===== src/rtl/global_mem_arbiter.sv =====
// Round-robin arbiter sharing one global-memory port between NUM_CORES cores.
// One transaction at a time: grant in IDLE, wait for memAck (or timeout) in BUSY, pulse done in RESPOND.
module global_mem_arbiter #(
  parameter int          NUM_CORES = 4,
  parameter int          TIMEOUT   = 255,
  parameter logic [31:0] ERR_DATA  = 32'hDEADBEEF
) (
  input  logic                    clk,
  input  logic                    resetN,
  input  logic [NUM_CORES-1:0]    coreReadReq,
  input  logic [NUM_CORES-1:0]    coreWriteReq,
  input  logic [32*NUM_CORES-1:0] coreAddr,
  input  logic [32*NUM_CORES-1:0] coreWData,
  output logic [NUM_CORES-1:0]    coreReadDone,
  output logic [NUM_CORES-1:0]    coreWriteDone,
  output logic [31:0]             coreRData,
  output logic                    memReq,
  output logic                    memWe,
  output logic [31:0]             memAddr,
  output logic [31:0]             memWData,
  input  logic [31:0]             memRData,
  input  logic                    memAck,
  output logic                    busy,
  output logic [3:0]              grantId,
  output logic                    errFlag
);

  if (NUM_CORES < 2 || NUM_CORES > 16) begin : g_bad_num_cores
    $error("global_mem_arbiter: NUM_CORES must be in 2..16");
  end

  typedef enum logic [1:0] {IDLE, BUSY, RESPOND} state_t;

  localparam logic [15:0] CNT_LAST = 16'(TIMEOUT - 1);

  // Per-core views padded to 16 entries so a 4-bit grant index always selects cleanly.
  logic [15:0] req_pad;
  logic [15:0] rd_pad;
  logic [31:0] addr_arr  [16];
  logic [31:0] wdata_arr [16];

  for (genvar gi = 0; gi < 16; gi++) begin : g_pad
    if (gi < NUM_CORES) begin : g_real
      assign req_pad[gi]   = coreReadReq[gi] | coreWriteReq[gi];
      assign rd_pad[gi]    = coreReadReq[gi];
      assign addr_arr[gi]  = coreAddr[32*gi +: 32];
      assign wdata_arr[gi] = coreWData[32*gi +: 32];
    end else begin : g_empty
      assign req_pad[gi]   = 1'b0;
      assign rd_pad[gi]    = 1'b0;
      assign addr_arr[gi]  = '0;
      assign wdata_arr[gi] = '0;
    end
  end

  state_t                 state_q, state_d;
  logic [3:0]             grant_q, grant_d;
  logic                   mem_req_q, mem_req_d;
  logic                   mem_we_q, mem_we_d;
  logic [31:0]            mem_addr_q, mem_addr_d;
  logic [31:0]            mem_wdata_q, mem_wdata_d;
  logic [31:0]            rdata_q, rdata_d;
  logic [15:0]            cnt_q, cnt_d;
  logic                   err_q, err_d;
  logic [NUM_CORES-1:0]   read_done_q, read_done_d;
  logic [NUM_CORES-1:0]   write_done_q, write_done_d;

  logic                   pick_found;
  logic [3:0]             pick_idx;
  logic [4:0]             cand;
  logic [NUM_CORES-1:0]   grant_onehot;

  // Scan lastGrant+1, lastGrant+2, ... wrapping, first requester wins.
  always_comb begin
    pick_found = 1'b0;
    pick_idx   = grant_q;
    cand       = '0;
    for (int k = 1; k <= NUM_CORES; k++) begin
      cand = {1'b0, grant_q} + 5'(k);
      if (cand >= 5'(NUM_CORES)) cand = cand - 5'(NUM_CORES);
      if (!pick_found && req_pad[cand[3:0]]) begin
        pick_found = 1'b1;
        pick_idx   = cand[3:0];
      end
    end
  end

  always_comb begin
    grant_onehot = '0;
    for (int i = 0; i < NUM_CORES; i++) grant_onehot[i] = (grant_q == 4'(i));
  end

  always_comb begin
    state_d      = state_q;
    grant_d      = grant_q;
    mem_req_d    = mem_req_q;
    mem_we_d     = mem_we_q;
    mem_addr_d   = mem_addr_q;
    mem_wdata_d  = mem_wdata_q;
    cnt_d        = cnt_q;
    err_d        = err_q;
    rdata_d      = '0;
    read_done_d  = '0;
    write_done_d = '0;
    case (state_q)
      IDLE: begin
        if (pick_found) begin
          grant_d     = pick_idx;
          mem_addr_d  = addr_arr[pick_idx];
          mem_wdata_d = wdata_arr[pick_idx];
          mem_we_d    = ~rd_pad[pick_idx];
          mem_req_d   = 1'b1;
          cnt_d       = '0;
          state_d     = BUSY;
        end
      end
      BUSY: begin
        cnt_d = cnt_q + 16'd1;
        if (memAck || cnt_q == CNT_LAST) begin
          mem_req_d = 1'b0;
          state_d   = RESPOND;
          if (mem_we_q) write_done_d = grant_onehot;
          else          read_done_d  = grant_onehot;
          if (!memAck) begin
            rdata_d = ERR_DATA;
            err_d   = 1'b1;
          end else if (!mem_we_q) begin
            rdata_d = memRData;
          end
        end
      end
      RESPOND: state_d = IDLE;
      default: state_d = IDLE;
    endcase
  end

  always_ff @(posedge clk or negedge resetN) begin
    if (!resetN) begin
      state_q      <= IDLE;
      grant_q      <= 4'(NUM_CORES - 1);
      mem_req_q    <= 1'b0;
      mem_we_q     <= 1'b0;
      mem_addr_q   <= '0;
      mem_wdata_q  <= '0;
      rdata_q      <= '0;
      cnt_q        <= '0;
      err_q        <= 1'b0;
      read_done_q  <= '0;
      write_done_q <= '0;
    end else begin
      state_q      <= state_d;
      grant_q      <= grant_d;
      mem_req_q    <= mem_req_d;
      mem_we_q     <= mem_we_d;
      mem_addr_q   <= mem_addr_d;
      mem_wdata_q  <= mem_wdata_d;
      rdata_q      <= rdata_d;
      cnt_q        <= cnt_d;
      err_q        <= err_d;
      read_done_q  <= read_done_d;
      write_done_q <= write_done_d;
    end
  end

  assign coreReadDone  = read_done_q;
  assign coreWriteDone = write_done_q;
  assign coreRData     = rdata_q;
  assign memReq        = mem_req_q;
  assign memWe         = mem_we_q;
  assign memAddr       = mem_addr_q;
  assign memWData      = mem_wdata_q;
  assign busy          = (state_q != IDLE);
  assign grantId       = grant_q;
  assign errFlag       = err_q;

endmodule

===== config.mk =====
export PLATFORM = sky130hd
export DESIGN_NAME = global_mem_arbiter
export DESIGN_NICKNAME = d
export VERILOG_FILES = /design/src/rtl/global_mem_arbiter.sv
export SDC_FILE = /design/constraint.sdc
export NUM_CORES = 1
export LEC_CHECK = 0
export BUFFER_PORTS_ARGS = -buffer_cell sky130_fd_sc_hd__buf_2
export CAP_MARGIN = 0
export CELL_PAD_IN_SITES_DETAIL_PLACEMENT = 1
export CELL_PAD_IN_SITES_GLOBAL_PLACEMENT = 1
export CORE_ASPECT_RATIO = 1.4
export CORE_MARGIN = 1
export CORE_UTILIZATION = 30
export CTS_CLUSTER_SIZE = 28
export DETAILED_ROUTE_END_ITERATION = 8
export GPL_ROUTABILITY_DRIVEN = 0
export PLACE_DENSITY = 0.77
export SLEW_MARGIN = 10
export SYNTH_ARGS = -nofsm -noshare
export SYNTH_HDL_FRONTEND = slang
export SYNTH_SLANG_ARGS = --single-unit
export TNS_END_PERCENT = 1

===== constraint.sdc =====
create_clock -name clk -period 3.4 [get_ports clk]
set_clock_uncertainty 0.1 [all_clocks]
set_input_delay 0.17 -clock clk [delete_from_list [all_inputs] [get_ports clk]]
set_output_delay 0.17 -clock clk [all_outputs]
set_load 0.005 [all_outputs]

==> flow_summary.html <==
<table>
<tr><th>Metric</th><th>Value</th></tr>
<tr><th colspan="2">Run status</th></tr>
<tr><td>Outcome</td><td>finished with violations</td></tr>
<tr><td>Violated checks</td><td>hold timing, setup timing</td></tr>
<tr><th colspan="2">Job</th></tr>
<tr><td>Number of violations of the max-capacitance limit</td><td>0</td></tr>
<tr><th colspan="2">Detailed routing</th></tr>
<tr><td>Count of antenna-violating nets left after detailed routing</td><td>0</td></tr>
<tr><td>DRT Wirelength</td><td>40100 um</td></tr>
<tr><td>Routed via count divided by cell count</td><td>5.47</td></tr>
<tr><td>Total via count after detailed routing</td><td>9070</td></tr>
<tr><td>DRC Markers</td><td>0</td></tr>
<tr><td>Violation count after the first detailed-routing iteration</td><td>438</td></tr>
<tr><td>Number of search-and-repair iterations in the first detailed-routing pass</td><td>5</td></tr>
<tr><td>Per-cell routed wire length</td><td>24.2 um</td></tr>
<tr><th colspan="2">STA</th></tr>
<tr><td>Worst-Margin Slew</td><td>758 ps</td></tr>
<tr><td>Worst-case hold slack</td><td>-16.2 ps</td></tr>
<tr><td>Shortest period the worst path allows</td><td>3550 ps</td></tr>
<tr><td>Max-slew violation count</td><td>0</td></tr>
<tr><td>Fmax</td><td>0.281 GHz</td></tr>
<tr><td>Crit path setup slack, layout</td><td>-153 ps</td></tr>
<tr><td>Number of hold violations in the final report</td><td>1</td></tr>
<tr><td>Worst rel slew slack</td><td>0.495</td></tr>
<tr><td>Period utilization</td><td>1.05</td></tr>
<tr><td>Number of failing setup endpoints in the final timing report</td><td>64</td></tr>
<tr><td>Unrepaired setup endpoints after global routing</td><td>yes</td></tr>
<tr><th colspan="2">Floorplanning</th></tr>
<tr><td>Die Height</td><td>191 um</td></tr>
<tr><td>Die area</td><td>26200 sq um</td></tr>
<tr><td>Site Rows</td><td>68</td></tr>
<tr><td>Die X-Extent</td><td>137 um</td></tr>
<tr><td>Core area</td><td>24800 sq um</td></tr>
<tr><td>Initial core utilization</td><td>0.308</td></tr>
<tr><td>Count of boundary I/O pins</td><td>411</td></tr>
<tr><th colspan="2">Yosys</th></tr>
<tr><td>Number of cells produced by synthesis</td><td>769</td></tr>
<tr><td>Post-Synthesis Net Count</td><td>1085</td></tr>
<tr><td>Proportion of netlist area held by the largest area contributor</td><td>0.415</td></tr>
<tr><td>Main area contributors after synthesis</td><td>dfrtp_1 42%, mux2i_1 8.5%, a2111oi_2 7.8%, a211oi_1 6.5%, and3_1 5.6%</td></tr>
<tr><td>FF+latch count, synth</td><td>129</td></tr>
<tr><td>Largest area contributor in the netlist</td><td>dfrtp_1</td></tr>
<tr><td>Warnings from Yosys</td><td>0</td></tr>
<tr><td>Count of distinct cell types in the synthesized netlist</td><td>53</td></tr>
<tr><td>Post-synth EDFFs</td><td>0</td></tr>
<tr><td>Sequential share of the synthesized area</td><td>0.422</td></tr>
<tr><td>Most frequent cell after synthesis</td><td>dfrtp_1</td></tr>
<tr><td>Most used flip-flop cell after synthesis</td><td>dfrtp_1</td></tr>
<tr><td>Post-synthesis cell area</td><td>7650 sq um</td></tr>
<tr><td>Share of flip-flops with an asynchronous set or reset</td><td>1.00</td></tr>
<tr><td>Top cells by count, synth</td><td>127 x dfrtp_1, 89 x nor2_1, 68 x and3_1</td></tr>
<tr><td>Post-Syn Area per Cell</td><td>9.95 sq um</td></tr>
<tr><th colspan="2">GRT</th></tr>
<tr><td>Met3 usage</td><td>0.0570</td></tr>
<tr><td>Number of antenna violations at the first check in global routing</td><td>6</td></tr>
<tr><td>First-pass GRT wire length</td><td>55300 um</td></tr>
<tr><td>Most congested layer reported by global routing</td><td>met2</td></tr>
<tr><td>Number of global-route vias before repair</td><td>10090</td></tr>
<tr><td>Gr ovfl total</td><td>0</td></tr>
<tr><td>Global routing usage on met2</td><td>0.522</td></tr>
<tr><td>Pin count of the biggest net entering global routing</td><td>77</td></tr>
<tr><td>Global-route usage over all layers</td><td>0.281</td></tr>
<tr><td>Routing usage on met1</td><td>0.291</td></tr>
<tr><th colspan="2">Worst setup path</th></tr>
<tr><td>Data arrival time of the critical path</td><td>3750 ps</td></tr>
<tr><td>Critical-path cell list</td><td>buf_6 -&gt; inv_2 -&gt; buf_4 -&gt; mux4_2 -&gt; or4_4 -&gt; a41o_4 -&gt; buf_12 -&gt; buf_4 -&gt; a2111oi_4 -&gt; a211oi_1</td></tr>
<tr><td>Cell with the most instances on the worst path</td><td>buf_4</td></tr>
<tr><td>Cell with the biggest individual delay on the critical path</td><td>dfstp_2</td></tr>
<tr><td>Classification of the worst setup path</td><td>flop to flop</td></tr>
<tr><td>Critical Path End Type</td><td>flop</td></tr>
<tr><td>Setup crit start kind</td><td>flop</td></tr>
<tr><td>Critical path peak fanout</td><td>18</td></tr>
<tr><td>Critical Path Max Stage Delay</td><td>610 ps</td></tr>
<tr><td>Required @ worst endpoint</td><td>3600 ps</td></tr>
<tr><th colspan="2">Layout</th></tr>
<tr><td>Fraction of final layout cells with drive strength greater than 1</td><td>0.519</td></tr>
<tr><td>Post-route design area</td><td>13700 sq um</td></tr>
<tr><td>Area growth from synthesis to layout</td><td>79.3%</td></tr>
<tr><td>Number of nets at the end of the flow</td><td>1642</td></tr>
<tr><td>Filler Cells Inserted</td><td>2717</td></tr>
<tr><th colspan="2">Clocking</th></tr>
<tr><td>Clock sink total</td><td>129</td></tr>
<tr><td>Maximum clock path buffer count</td><td>2</td></tr>
<tr><td>CTS root buffer</td><td>clkbuf_16</td></tr>
<tr><td>Number of H-tree branching levels</td><td>4</td></tr>
<tr><td>Clock insertion delay at the later pin of the skew report</td><td>430 ps</td></tr>
<tr><td>TritonCTS clock tree</td><td>yes</td></tr>
<tr><td>Clock-pin slew reported for the worst setup and hold paths after clock tree synthesis</td><td>60 ps</td></tr>
<tr><td>Cts bufs inserted</td><td>17</td></tr>
<tr><th colspan="2">Min path</th></tr>
<tr><td>Type of the worst min-delay path</td><td>input port to flop</td></tr>
<tr><th colspan="2">Placed design</th></tr>
<tr><td>Number of I/O port buffers</td><td>410</td></tr>
<tr><td>Post-DP HPWL</td><td>23500 um</td></tr>
<tr><td>Post-Place Cell Area</td><td>10500 sq um</td></tr>
<tr><th colspan="2">Power</th></tr>
<tr><td>Pwr dens</td><td>1310 nW/um^2</td></tr>
<tr><td>P_leak</td><td>6.33 nW</td></tr>
<tr><td>Power, Total</td><td>0.0180 W</td></tr>
<tr><td>Worst IR Drop VDD</td><td>0.914 mV</td></tr>
</table>
-- power breakdown --
part	internal (W)	switching (W)	total, W
sequential	0.00213	0.000366	0.00250
clock	0.000998	0.000750	0.00175
combinational	0.00634	0.00741	0.0138
-- through the flow --
step | setup WS (ps) | TNS (ps) | std cells | util
2_1_floorplan | 94.2 | 0 | 769 | -
5_1_grt | -247 | -11850 | 1657 | 0.552
4_1_cts | -82.2 | -2950 | 1638 | 0.514
3_5_place_dp | -340 | -10550 | 1493 | 0.422
3_3_place_gp | -273 | -1920 | 1493 | 0.422
6_report | -153 | -3780 | 1659 | 0.552
-- cell type report --
| cell class | count | area, sq um | area share |
|---|---|---|---|
| diodes | 7 | 17.5 | 0.00128 |
| clock buffers | 18 | 429 | 0.0313 |
| clock inverters | 12 | 113 | 0.00821 |
| inverters | 9 | 37.5 | 0.00274 |
| multi-input cells | 561 | 5200 | 0.379 |
| flip-flops and latches | 129 | 3230 | 0.235 |
| well taps | 315 | 394 | 0.0287 |
| repair buffers | 608 | 4300 | 0.313 |
-- flip-flops by register name (all words and copies together), names as in the netlist --
register,cells
coreRData,32
memAddr,32
memWData,32
cnt_q,16
coreReadDone,4
coreWriteDone,4
grantId,4
state_q,2
errFlag,1
memReq,1
memWe,1
-- critical path, delay by kind of cell (launching register included) --
kind | cells | cell delay, ps
AO/OA/AOI/OAI | 3 | 830
flip-flops | 1 | 610
multiplexers | 1 | 450
AND/OR/NAND/NOR | 1 | 590
buffers and inverters | 5 | 840
-- placed cells by master (no fill, tap or decap), types with 4 or more instances in the layout --
cell type,count
a31oi_1,7
nand4_1,4
a21o_1,4
a21oi_1,6
a2111oi_4,39
mux2i_1,41
nand2_1,65
ha_1,9
and3_1,64
nand3_1,10
clkbuf_16,18
mux2i_2,15
buf_16,7
a211oi_2,16
inv_1,7
ha_4,6
a211oi_1,50
dlygate4sd3_1,94
dfrtp_1,127
mux2i_4,9
nor3_1,11
nor2_1,87
a2111oi_2,27
clkinvlp_4,6
buf_2,409
nor2b_1,5
buf_12,23
buf_6,21
buf_4,53
and2_1,9
o21ai_0,19
diode_2,7
-- what timing repair did --
item | 4_1_cts | 5_1_grt
hold buffers | 91 | 3
resized for setup | 80 | 129
hold endpoints to repair | 139 | 2
cloned | 7 | 1
pin swaps | 26 | 36
setup buffers | 19 | 14
endpoints found under the setup margin | 65 | 68
-- worst paths after layout --
kind,start,endpoint,slack [ps],cells after the start
max in group asynchronous,resetN,memWData[31]$_DFFE_PN0P_,2160,3
worst max register to register,grantId[0]$_DFFE_PN1P_,memWData[16]$_DFFE_PN0P_,-150,10
worst min register to register,errFlag$_DFFE_PN0P_,errFlag$_DFFE_PN0P_,390,1
worst max-delay path,grantId[0]$_DFFE_PN1P_,memWData[16]$_DFFE_PN0P_,-150,10
min in group asynchronous,resetN,coreRData[26]$_DFF_PN0_,260,2
worst min-delay path,coreWData[19],memWData[19]$_DFFE_PN0P_,-20,3
-- cells by family (layout without fill, tap and decap cells) --
family / Yosys count / in the layout / synth area share
AOI/OAI and AO/OA: 193 / 193 / 0.227
xor gates and xnor gates: 6 / 6 / 0.00687
adders and majority gates: 17 / 17 / 0.0278
buffers and inverters: 79 / 647 / 0.0510
DFF: 129 / 129 / 0.422
muxes: 67 / 67 / 0.0909
other: 0 / 7 / 0
and+or+nand+nor: 278 / 278 / 0.175
-- per-layer routing --
| layer | vias to the layer above | part of all wire |
|---|---|---|
| met5 | - | 0 |
| met4 | 0 | 0.041 |
| met3 | 110 | 0.054 |
| met2 | 428 | 0.55 |
| met1 | 4520 | 0.35 |
| li1 | 4012 | - |
(Power assumes the default switching activity.)
